### src/rtl/dmem_pkg.sv
// Shared constants for the data-memory arbiter: widths, port ids and
// memory write-enable polarity.
package dmem_pkg;
    localparam int DMEM_DATA_WIDTH = 32;
    localparam int DMEM_ADDR_WIDTH = 10;
    localparam int BURST_W         = 4;

    localparam logic PORT_CPU      = 1'b0;
    localparam logic PORT_DMA      = 1'b1;
    localparam logic MEM_WE_ACTIVE = 1'b0;
endpackage

### src/rtl/dmem_prio_grant.sv
// Fixed-priority grant for two requesters; starve flips priority to port 1
// when both are requesting.
module dmem_prio_grant
    import dmem_pkg::*;
(
    input  logic req0,
    input  logic req1,
    input  logic starve,
    output logic gnt0,
    output logic gnt1,
    output logic sel
);
    always_comb begin
        gnt0 = 1'b0;
        gnt1 = 1'b0;
        sel  = PORT_CPU;
        if (req1 && (!req0 || starve)) begin
            gnt1 = 1'b1;
            sel  = PORT_DMA;
        end else if (req0) begin
            gnt0 = 1'b1;
        end
    end
endmodule

### src/rtl/dmem_arbiter.sv
// Two-port arbiter in front of a single-port synchronous data memory with
// anti-starvation for port 1 and one-cycle read-response routing.
module dmem_arbiter
    import dmem_pkg::*;
#(
    parameter int DATA_WIDTH = DMEM_DATA_WIDTH,
    parameter int ADDR_WIDTH = DMEM_ADDR_WIDTH,
    parameter int MAX_BURST  = 4
) (
    input  logic                  clk,
    input  logic                  rst,
    input  logic                  req0,
    input  logic                  we0,
    input  logic [ADDR_WIDTH-1:0] addr0,
    input  logic [DATA_WIDTH-1:0] wdata0,
    output logic                  gnt0,
    output logic                  rvalid0,
    output logic [DATA_WIDTH-1:0] rdata0,
    input  logic                  req1,
    input  logic                  we1,
    input  logic [ADDR_WIDTH-1:0] addr1,
    input  logic [DATA_WIDTH-1:0] wdata1,
    output logic                  gnt1,
    output logic                  rvalid1,
    output logic [DATA_WIDTH-1:0] rdata1,
    output logic [ADDR_WIDTH-1:0] mem_addr,
    output logic [DATA_WIDTH-1:0] mem_din,
    output logic                  mem_we_n,
    input  logic [DATA_WIDTH-1:0] mem_dout
);
    // Handshake: a request is accepted in any cycle where reqX and gntX are
    // both high; the requester keeps weX/addrX/wdataX stable until then.
    logic [BURST_W-1:0]    burst_cnt_q, burst_cnt_d;
    logic                  rd_pend_q, rd_pend_d;
    logic                  rd_owner_q, rd_owner_d;
    logic [ADDR_WIDTH-1:0] addr_hold_q, addr_hold_d;
    logic [DATA_WIDTH-1:0] din_hold_q, din_hold_d;
    logic                  starve, sel, any_gnt, win_we;

    assign starve = (burst_cnt_q == BURST_W'(MAX_BURST));

    dmem_prio_grant u_grant (
        .req0   (req0 & ~rst),
        .req1   (req1 & ~rst),
        .starve (starve),
        .gnt0   (gnt0),
        .gnt1   (gnt1),
        .sel    (sel)
    );

    always_comb begin
        any_gnt  = gnt0 | gnt1;
        win_we   = (sel == PORT_DMA) ? we1 : we0;
        mem_addr = addr_hold_q;
        mem_din  = din_hold_q;
        mem_we_n = ~MEM_WE_ACTIVE;
        if (any_gnt) begin
            mem_addr = (sel == PORT_DMA) ? addr1 : addr0;
            mem_din  = (sel == PORT_DMA) ? wdata1 : wdata0;
            mem_we_n = win_we ? MEM_WE_ACTIVE : ~MEM_WE_ACTIVE;
        end
        addr_hold_d = mem_addr;
        din_hold_d  = mem_din;
        rd_pend_d   = any_gnt & ~win_we;
        rd_owner_d  = any_gnt ? sel : rd_owner_q;

        burst_cnt_d = burst_cnt_q;
        if (gnt1 || !req1) begin
            burst_cnt_d = '0;
        end else if (gnt0 && !starve) begin
            burst_cnt_d = burst_cnt_q + 1'b1;
        end
    end

    always_ff @(posedge clk) begin
        if (rst) begin
            burst_cnt_q <= '0;
            rd_pend_q   <= 1'b0;
            rd_owner_q  <= PORT_CPU;
            addr_hold_q <= '0;
            din_hold_q  <= '0;
        end else begin
            burst_cnt_q <= burst_cnt_d;
            rd_pend_q   <= rd_pend_d;
            rd_owner_q  <= rd_owner_d;
            addr_hold_q <= addr_hold_d;
            din_hold_q  <= din_hold_d;
        end
    end

    // Gating with rst drops a response that is due in the same cycle reset rises.
    assign rvalid0 = rd_pend_q & (rd_owner_q == PORT_CPU) & ~rst;
    assign rvalid1 = rd_pend_q & (rd_owner_q == PORT_DMA) & ~rst;
    assign rdata0  = mem_dout;
    assign rdata1  = mem_dout;
endmodule

### config.mk
export PLATFORM = sky130hd
export DESIGN_NAME = dmem_arbiter
export DESIGN_NICKNAME = d
export VERILOG_FILES = /design/src/rtl/dmem_pkg.sv /design/src/rtl/dmem_prio_grant.sv /design/src/rtl/dmem_arbiter.sv
export SDC_FILE = /design/constraint.sdc
export NUM_CORES = 1
export LEC_CHECK = 0
export BUFFER_PORTS_ARGS = -buffer_cell sky130_fd_sc_hd__buf_4
export CORE_MARGIN = 5
export CORE_UTILIZATION = 48
export DETAILED_ROUTE_END_ITERATION = 7
export GPL_ROUTABILITY_DRIVEN = 0
export GPL_TIMING_DRIVEN = 0
export PLACE_DENSITY = 0.82
export SYNTH_ARGS = -nofsm -noshare
export SYNTH_HDL_FRONTEND = slang
export SYNTH_SLANG_ARGS = --single-unit
export TNS_END_PERCENT = 20
### constraint.sdc
create_clock -name clk -period 2.2 [get_ports clk]
set_input_delay 0.44 -clock clk [delete_from_list [all_inputs] [get_ports clk]]
set_output_delay 0.44 -clock clk [all_outputs]
set_load 0.01 [all_outputs]
==> results of run 1 <==
-- cell families (layout without fill, tap and decap cells) --
kind of cell	after synthesis	after routing	synth area share
multiplexers	7	7	0.0158
XOR/XNOR	1	1	0.00179
buffers and inverters	134	361	0.184
adder cells (fa/ha/maj)	2	2	0.00510
flip-flops	48	48	0.196
AND/OR/NAND/NOR	298	298	0.387
AO/OA/AOI/OAI	125	125	0.210
-- worst max-delay path: cells and delay by family (launching register included) --
family	cells	cell delay [ns]
and+or+nand+nor	3	0.49
adders and majority gates	1	0.16
buffers and inverters	5	0.62
DFF	1	0.35
-- what timing repair did --
item	CTS	global route
endpoints found under the setup margin	45	44
pin swaps	20	10
gates cloned	1	0
resized for setup	74	28
setup buffers	19	0
-- worst max-delay path by stage --
stage	startpoint	end	cells after the start	slack, ns
6_report	burst_cnt_q[1]	mem_din[31]	9	-0.18
3_5_place_dp	burst_cnt_q[0]	mem_din[16]	8	-0.20
5_1_grt	burst_cnt_q[1]	mem_din[26]	9	-0.26
4_1_cts	burst_cnt_q[1]	mem_din[16]	8	-0.15
3_3_place_gp	burst_cnt_q[0]	mem_din[22]	9	-0.15
2_1_floorplan	burst_cnt_q[0]	mem_din[22]	8	0.17
-- report_power, final --
part	internal [mW]	total [mW]	switching [mW]
Sequential	0.935	0.974	0.0396
Combinational	0.658	1.29	0.631
Clock	0.402	0.742	0.340
-- placed cells by master, fill, tap and decap left out, types with 7 or more instances in the layout --
cell,Yosys,routed
o31ai_1,36,36
nor3b_1,49,49
nor3_4,0,10
buf_2,21,16
o21ai_1,36,36
buf_4,81,289
o22ai_1,8,8
nor4_2,27,34
nor3_1,74,43
nor4_1,51,41
clkbuf_8,0,7
nor3_2,0,21
nor2_1,45,45
or3_1,36,36
buf_6,9,16
o22ai_2,34,34
clkbuf_1,17,13
dfxtp_1,48,46
-- sequential cells by signal, summed over array words and instances (netlist names) --
signal and flops:
rd_owner_q 1, addr_hold_q 10, burst_cnt_q 4, rd_pend_q 1
din_hold_q 32
-- metal layers --
metal | wire length (um) | track usage
met4 | 770 | 0.156
met1 | 7340 | 0.347
met5 | 0 | 0
met3 | 2150 | 0.0688
met2 | 9590 | 0.503
-- layout make-up --
cell class	instances	area [um^2]
Timing Repair Buffer	219	1710
Tap cell	133	166
Buffer	130	985
Inverter	4	15.0
Multi-Input combinational cell	433	3400
Clock inverter	1	30.0
Sequential cell	48	963
Clock buffer	7	96.3
Fill cell	729	2500
==> impl_metrics.env, run 1 <==
export IMPL_pin_count=233
export IMPL_antenna_found_initial=0
export IMPL_dp_hpwl_um=14000
export IMPL_syn_to_final_growth_pct=50.2
export IMPL_yosys_top_cells_count="buf_4 (81), nor3_1 (74), nor4_1 (51)"
export IMPL_p_total_mw=3.01
export IMPL_violations="setup timing"
export IMPL_start_util=0.497
export IMPL_avgSynthCellArea_um2=7.97
export IMPL_cts_path_max_buffers=2
export IMPL_fin_util=0.747
export IMPL_final_nets=965
export IMPL_cts_tree="done"
export IMPL_status="finished with violations"
export IMPL_grt_max_degree=15
export IMPL_vias=6179
export IMPL_synth_top_cell_by_area="dfxtp_1"
export IMPL_yosysTopAreaCellShare=0.196
export IMPL_dpl_cell_area_um2=6560
export IMPL_regToRegSetupSlack_ns=0.52
export IMPL_reg2reg_to="addr_hold_q[4]"
export IMPL_critPathRequiredTime_ns=1.76
export IMPL_yosysMostFrequentCell="buf_4"
export IMPL_postSynthNetCount=739
export IMPL_critPathArrivalTime_ns=1.94
export IMPL_finalCriticalPeriod_ns=2.38
export IMPL_max_stage_delay_ns=0.35
export IMPL_holdBufCountCts=0
export IMPL_core_rowCount=36
export IMPL_fin_ws_ns=-0.179
export IMPL_leakagePower_nw=3.06
export IMPL_wl_um=19900
export IMPL_numCtsBuffers=5
export IMPL_drc=0
export IMPL_syn_inst=615
export IMPL_yosysWarnings=0
export IMPL_r2r_start="burst_cnt_q[1]"
export IMPL_setup_violations=44
export IMPL_clockRootBuffer="clkbuf_8"
export IMPL_power_density_nw_per_um2=408
export IMPL_dr_pass1_iters=5
export IMPL_synth_area_top_cells="dfxtp_1 (20%), buf_4 (12%), o22ai_2 (8.7%)"
export IMPL_worst_pin_slew_ns=0.680
export IMPL_via_per_inst=6.34
export IMPL_min_path_cells=2
export IMPL_synth_area_um2=4900
export IMPL_cp_common_cell="buf_6"
export IMPL_hold_end="rd_pend_q"
export IMPL_final_hold_viol_count=0
export IMPL_crit_path_start_kind="flop"
export IMPL_wl_per_cell_um=20.4
export IMPL_yosys_most_used_dff="dfxtp_1"
export IMPL_worstRegToRegCells=8
export IMPL_fin_skew_ns=0.00687
export IMPL_fp_dieH_um=111
export IMPL_period_share=1.08
export IMPL_grt_first_pass_wirelength_um=30800
export IMPL_clk_pin_slew_worst_paths_ns=0.10
export IMPL_grt_pass1_vias=6306
export IMPL_worstPathCellList="inv_2, ha_4, nand3b_1, buf_6, buf_8, buf_6, nor3_1, nor4_2, buf_4"
export IMPL_dp_slack_ns=-0.200
export IMPL_final_cells=975
export IMPL_ys_seq_area_frac=0.196
export IMPL_ant_nets=0
export IMPL_maxCapViolCount=0
export IMPL_port_buffers=199
export IMPL_hp_start="we0"
export IMPL_tns_ns=-5.02
export IMPL_drive_gt1_frac=0.555
export IMPL_final_cell_area_um2=7370
export IMPL_dp_cells=947
export IMPL_finalMaxSlewViolations=0
export IMPL_clock_latency_ns=0.32
export IMPL_synthDistinctLibCells=39
export IMPL_max_freq_mhz=420
export IMPL_synth_edf_count=0
export IMPL_min_path_type="input pin to flop"
export IMPL_ir_worst_vdd_mv=0.366
export IMPL_ys_seq_elements=48
export IMPL_drt_initial_drc_count=600
export IMPL_diodes=0
export IMPL_fp_dieArea_um2=12300
export IMPL_async_reset_ff_frac=0
export IMPL_crit_type="flop to primary output"
export IMPL_htreeDepth=2
export IMPL_cp_slowest_cell="dfxtp_2"
export IMPL_cts_sinks=48
export IMPL_whs_ns=0.304
export IMPL_crit_path_end_kind="primary output"
export IMPL_grt_ovfl_total=0
export IMPL_cp_max_fo=5
export IMPL_die_width_um=111
export IMPL_relSlewSlack=0.547
export IMPL_rsz0062_at_grt="yes"
export IMPL_grt_usage=0.297
export IMPL_core_um2=9860
Power figures use the tool's default switching activity.
==> inputs of run 2 (changes only) <==
Settings changed: ABC_AREA set to 1, CORE_UTILIZATION 48 to 41, CTS_CLUSTER_DIAMETER set to 120, PLACE_DENSITY 0.82 to 0.81.
==> run 2 against run 1 <==
The flow now finishes without violations. Clock skew grew 0.00076 ns. First-iteration DRC count is 85% lower. Wire length fell by 45%. Critical path depth up 2. Cell area down 27%. Cell count decreased by 17%. Flip-flop and latch count stayed put. Core utilization fell by 3.9 points. Synthesized area fell by 36%. Die area fell by 23%. Sequential share of layout area rose by 4.8 points. Critical endpoint is now mem_addr[9]. Largest power group unchanged.
==> impl_metrics.env, run 2 <==
export IMPL_p_total_mw=2.70
export IMPL_final_cell_area_um2=5390
export IMPL_grt_pass1_vias=3646
export IMPL_relSlewSlack=0.694
export IMPL_diodes=0
export IMPL_p_int_mw=1.93
export IMPL_yosysMostFrequentCell="nand2_1"
export IMPL_postSynthNetCount=592
export IMPL_clock_latency_ns=0.30
export IMPL_layout_commonest_cell="buf_4"
export IMPL_via_per_inst=4.61
export IMPL_ant_nets=0
export IMPL_synth_top_family_by_area="simple AND/OR/NAND/NOR gates"
export IMPL_antenna_found_initial=0
export IMPL_cp_max_fo=7
export IMPL_synth_area_top_cells="dfxtp_1 (31%), buf_4 (18%), nand3_1 (14%)"
export IMPL_cts_sinks=48
export IMPL_avgSynthCellArea_um2=6.71
export IMPL_maxCapViolCount=0
export IMPL_yosys_most_used_dff="dfxtp_1"
export IMPL_largestRegisters="din_hold_q (32), addr_hold_q (10), burst_cnt_q (4)"
export IMPL_worstPathCellList="inv_2, ha_4, nand3_4, nand2_8, buf_4, buf_4, nand3_1, nand3_1, nand2_2, inv_1, buf_4"
export IMPL_wl_um=10900
export IMPL_min_path_type="input pin to flop"
export IMPL_crit_path_end_kind="primary output"
export IMPL_seqPwrFrac=0.350
export IMPL_status="completed"
export IMPL_fp_dieArea_um2=9510
export IMPL_ys_seq_elements=48
export IMPL_cp_common_cell="buf_4"
export IMPL_largest_reg_flops=32
export IMPL_swShare=0.285
export IMPL_ys_seq_area_frac=0.306
export IMPL_cts_path_max_buffers=2
export IMPL_port_buffers=200
export IMPL_setup_violations=0
export IMPL_clk_pin_slew_worst_paths_ns=0.08
export IMPL_dpl_cell_area_um2=4770
export IMPL_grt_ovfl_total=0
export IMPL_finalMaxSlewViolations=0
export IMPL_yosysWarnings=0
export IMPL_final_hold_viol_count=0
export IMPL_critPathArrivalTime_ns=1.75
export IMPL_path_buf_inv=5
export IMPL_dr_pass1_iters=4
export IMPL_core_um2=7610
export IMPL_synthDistinctLibCells=23
export IMPL_rsz0062_at_grt="yes"
export IMPL_max_stage_delay_ns=0.34
export IMPL_fin_util=0.708
export IMPL_finalCriticalPeriod_ns=2.19
export IMPL_synth_simple_area_share=0.407
export IMPL_dp_slack_ns=0.0163
export IMPL_mostFrequentLayoutCells="buf_4 (295), nand3_1 (76), nand2_1 (64), nor2_1 (48), dfxtp_1 (46)"
export IMPL_tns_ns=0
export IMPL_fp_dieH_um=97.5
export IMPL_grt_max_degree=15
export IMPL_pin_count=233
export IMPL_leakagePower_nw=3.03
export IMPL_synthMuxAreaShare=0
export IMPL_vias=3729
export IMPL_syn_to_final_growth_pct=71.5
export IMPL_power_density_nw_per_um2=501
export IMPL_grt_first_pass_wirelength_um=16800
export IMPL_async_reset_ff_frac=0
export IMPL_combinationalPowerShare=0.395
export IMPL_period_share=0.995
export IMPL_critPathRequiredTime_ns=1.76
export IMPL_yosys_top_cells_count="nand2_1 (88), nand3_1 (87), buf_4 (74)"
export IMPL_synth_edf_count=0
export IMPL_crit_type="flop to primary output"
export IMPL_largest_register="din_hold_q"
export IMPL_synth_area_um2=3140
export IMPL_wl_per_cell_um=13.5
export IMPL_cts_tree="done"
export IMPL_synth_xor_area_frac=0.00558
export IMPL_synth_compound_area_frac=0.00518
export IMPL_numCtsBuffers=5
export IMPL_crit_path_start_kind="flop"
export IMPL_core_rowCount=32
export IMPL_max_freq_mhz=457
export IMPL_whs_ns=0.342
export IMPL_clockRootBuffer="clkbuf_8"
export IMPL_switching_power_mw=0.769
export IMPL_fin_skew_ns=0.00763
export IMPL_synth_top_cell_by_area="dfxtp_1"
export IMPL_worst_pin_slew_ns=0.458
export IMPL_final_nets=830
export IMPL_ir_worst_vdd_mv=0.363
export IMPL_final_cells=809
export IMPL_htreeDepth=2
export IMPL_fin_ws_ns=0.0109
export IMPL_yosysTopAreaCellShare=0.306
export IMPL_cp_slowest_cell="dfxtp_2"
export IMPL_dp_hpwl_um=8380
export IMPL_drt_initial_drc_count=92
export IMPL_die_width_um=97.5
export IMPL_power_frac_clock=0.255
export IMPL_synthAdderAreaFrac=0.00797
export IMPL_start_util=0.413
export IMPL_crit_family="buffers and inverters"
export IMPL_drc=0
export IMPL_syn_inst=468
export IMPL_drive_gt1_frac=0.580
export IMPL_grt_usage=0.210
export IMPL_dp_cells=770
[run 2: power groups by stage]
stage / registers, mW / logic, mW / clock network (mW)
floorplan: 0.960 / 0.489 / 0
global placement: 0.962 / 0.907 / 0
detailed placement: 0.966 / 0.921 / 0
CTS: 0.945 / 0.997 / 0.696
global route: 0.950 / 1.16 / 0.737
finish: 0.945 / 1.07 / 0.687
[run 2: path summary, 6_finish.rpt]
check | slack [ns] | from | depth (start not counted) | to
max | 0.01 | burst_cnt_q[0] | 11 | mem_addr[9]
min | 0.34 | req0 | 2 | rd_owner_q
max reg2reg | 0.10 | burst_cnt_q[0] | 16 | din_hold_q[5]
min reg2reg | 0.50 | rd_owner_q | 2 | rd_owner_q
[run 2: cells by family (layout without fill, tap and decap cells)]
family | after synthesis | in the layout
buffers and inverters | 143 | 381
AOI/OAI and AO/OA | 2 | 2
adders and majority gates | 2 | 2
xor gates and xnor gates | 2 | 2
and+or+nand+nor | 271 | 272
DFF | 48 | 48
[run 2: repair_timing]
| action | CTS | global route |
|---|---|---|
| setup endpoints to repair | 41 | 46 |
| hold endpoints to repair | 0 | 0 |
| gates cloned | 3 | 1 |
| resized for setup | 19 | 55 |
| pin swaps | 9 | 14 |
| hold buffers | 0 | 0 |
| buffers inserted | 23 | 4 |
[run 2: metal layers]
layer,part of all wire,GRT usage,vias up
met1,0.35,0.231,1680
met4,0.024,0.0596,0
met5,0,0,-
met3,0.094,0.0625,26
met2,0.53,0.387,184
li1,-,-,1839
[run 2: cell type report]
type | count | area (um^2)
Clock inverter | 1 | 30.0
Buffer | 90 | 671
Timing Repair Buffer | 230 | 1780
Multi-Input combinational cell | 278 | 1520
Sequential cell | 48 | 963
Inverter | 53 | 199
Tap cell | 102 | 128
Fill cell | 652 | 2220
Clock buffer | 7 | 96.3
==> inputs of run 3 (changes only) <==
Settings changed: CELL_PAD_IN_SITES_DETAIL_PLACEMENT set to 0, CELL_PAD_IN_SITES_GLOBAL_PLACEMENT set to 1, CORE_UTILIZATION 41 to 26, PLACE_DENSITY 0.81 to unset, PLACE_DENSITY_LB_ADDON set to 0.1.
==> run 3 against run 2 <==
Die area increased by 51%. Core utilization is 26 points lower. Global-route usage down 7.3 points. Register-to-register slack better by 0.64 ns. Clock power up 12%. Setup slack better by 0.038 ns. Critical path depth is the same.
==> impl_metrics.env, run 3 (synthesized netlist as in run 2, its figures left out) <==
export IMPL_rsz0062_at_grt="yes"
export IMPL_clk_pin_slew_worst_paths_ns=0.07
export IMPL_cts_sinks=48
export IMPL_crit_type="flop to primary output"
export IMPL_start_util=0.264
export IMPL_crit_path_start_kind="flop"
export IMPL_dp_hpwl_um=8480
export IMPL_port_buffers=200
export IMPL_holdBufCountCts=0
export IMPL_status="completed"
export IMPL_htreeDepth=2
export IMPL_dp_slack_ns=-0.0718
export IMPL_cp_max_fo=8
export IMPL_tns_ns=0
export IMPL_largest_register="din_hold_q"
export IMPL_clockRootBuffer="clkbuf_16"
export IMPL_max_freq_mhz=465
export IMPL_clock_latency_ns=0.28
export IMPL_grt_pass1_vias=3433
export IMPL_fp_dieH_um=120
export IMPL_grt_max_degree=14
export IMPL_ant_nets=0
export IMPL_critPathRequiredTime_ns=1.76
export IMPL_combinationalPowerShare=0.364
export IMPL_p_total_mw=2.70
export IMPL_relSlewSlack=0.629
export IMPL_antenna_found_initial=0
export IMPL_core_um2=11900
export IMPL_switching_power_mw=0.767
export IMPL_vias=3496
export IMPL_period_share=0.978
export IMPL_power_density_nw_per_um2=511
export IMPL_fin_ws_ns=0.0490
export IMPL_ir_worst_vdd_mv=0.369
export IMPL_final_cell_area_um2=5280
export IMPL_mostFrequentLayoutCells="buf_4 (280), nand3_1 (80), nand2_1 (70), nor2_1 (48), inv_1 (47)"
export IMPL_fin_util=0.443
export IMPL_swShare=0.284
export IMPL_fp_dieArea_um2=14400
export IMPL_whs_ns=0.341
export IMPL_setup_violations=0
export IMPL_finalMaxSlewViolations=0
export IMPL_finalCriticalPeriod_ns=2.15
export IMPL_power_frac_clock=0.286
export IMPL_cts_path_max_buffers=2
export IMPL_layout_commonest_cell="buf_4"
export IMPL_p_int_mw=1.93
export IMPL_critPathArrivalTime_ns=1.71
export IMPL_final_nets=810
export IMPL_crit_path_end_kind="primary output"
export IMPL_grt_usage=0.137
export IMPL_largest_reg_flops=32
export IMPL_seqPwrFrac=0.350
export IMPL_wl_per_cell_um=12.9
export IMPL_drc=0
export IMPL_grt_first_pass_wirelength_um=16200
export IMPL_wl_um=10700
export IMPL_syn_to_final_growth_pct=68.2
export IMPL_worst_pin_slew_ns=0.557
export IMPL_drt_initial_drc_count=76
export IMPL_diodes=0
export IMPL_numCtsBuffers=5
export IMPL_drive_gt1_frac=0.546
export IMPL_dr_pass1_iters=4
export IMPL_die_width_um=120
export IMPL_final_hold_viol_count=0
export IMPL_dpl_cell_area_um2=4820
export IMPL_min_path_type="input pin to flop"
export IMPL_largestRegisters="din_hold_q (32), addr_hold_q (10), burst_cnt_q (4)"
export IMPL_fin_skew_ns=0.00574
export IMPL_pin_count=233
export IMPL_cts_tree="done"
export IMPL_leakagePower_nw=2.94
export IMPL_maxCapViolCount=0
export IMPL_core_rowCount=40
export IMPL_final_cells=834
export IMPL_dp_cells=815
export IMPL_grt_ovfl_total=0
export IMPL_via_per_inst=4.19
run 3: cell count changes in the layout (fill, tap and decap cells not counted), sizes merged:
cell	change
buf	-23
bufinv	-1
clkbuf	+4
run 3: layout make-up:
cell class	instances	area (um^2)
Buffer	90	677
Clock buffer	8	146
Fill cell	1272	6630
Inverter	53	199
Multi-Input combinational cell	278	1470
Sequential cell	48	963
Tap cell	147	184
Timing Repair Buffer	210	1640
run 3: final timing paths:
kind / start / end / slack (ns) / cells after the start
max: burst_cnt_q[0] / mem_din[5] / 0.05 / 11
min: req0 / rd_owner_q / 0.34 / 2
max reg2reg: burst_cnt_q[0] / din_hold_q[31] / 0.74 / 11
min reg2reg: rd_owner_q / rd_owner_q / 0.50 / 2
run 3: worst max-delay path, stage by stage (launching register included):
cell       delay, ns
dfxtp_2         0.32
inv_2           0.07
ha_4            0.14
nand3_4         0.09
nand2_8         0.14
nand2_8         0.10
clkbuf_16       0.17
nand2_1         0.06
nand3_1         0.08
nand2_2         0.08
inv_1           0.04
buf_4           0.13
run 3: what timing repair did:
action / 4_1_cts / 5_1_grt
setup buffers: 4 / 3
gates cloned: 0 / 4
pin swaps: 5 / 13
endpoints found under the setup margin: 43 / 43
gates resized for setup: 15 / 39
run 3: power by group through the flow:
stage / combinational, mW / clock (mW) / sequential (mW)
6_report: 0.983 / 0.772 / 0.944
5_1_grt: 1.08 / 0.837 / 0.949
4_1_cts: 0.945 / 0.805 / 0.944
3_5_place_dp: 0.928 / 0 / 0.964
3_3_place_gp: 0.923 / 0 / 0.962
2_1_floorplan: 0.489 / 0 / 0.960
run 3: routing by layer:
metal	share of wire	vias up	track usage
met4	0.011	0	0.0322
met5	0	-	0
li1	-	1810	-
met2	0.49	131	0.237
met3	0.088	8	0.0434
met1	0.41	1547	0.166
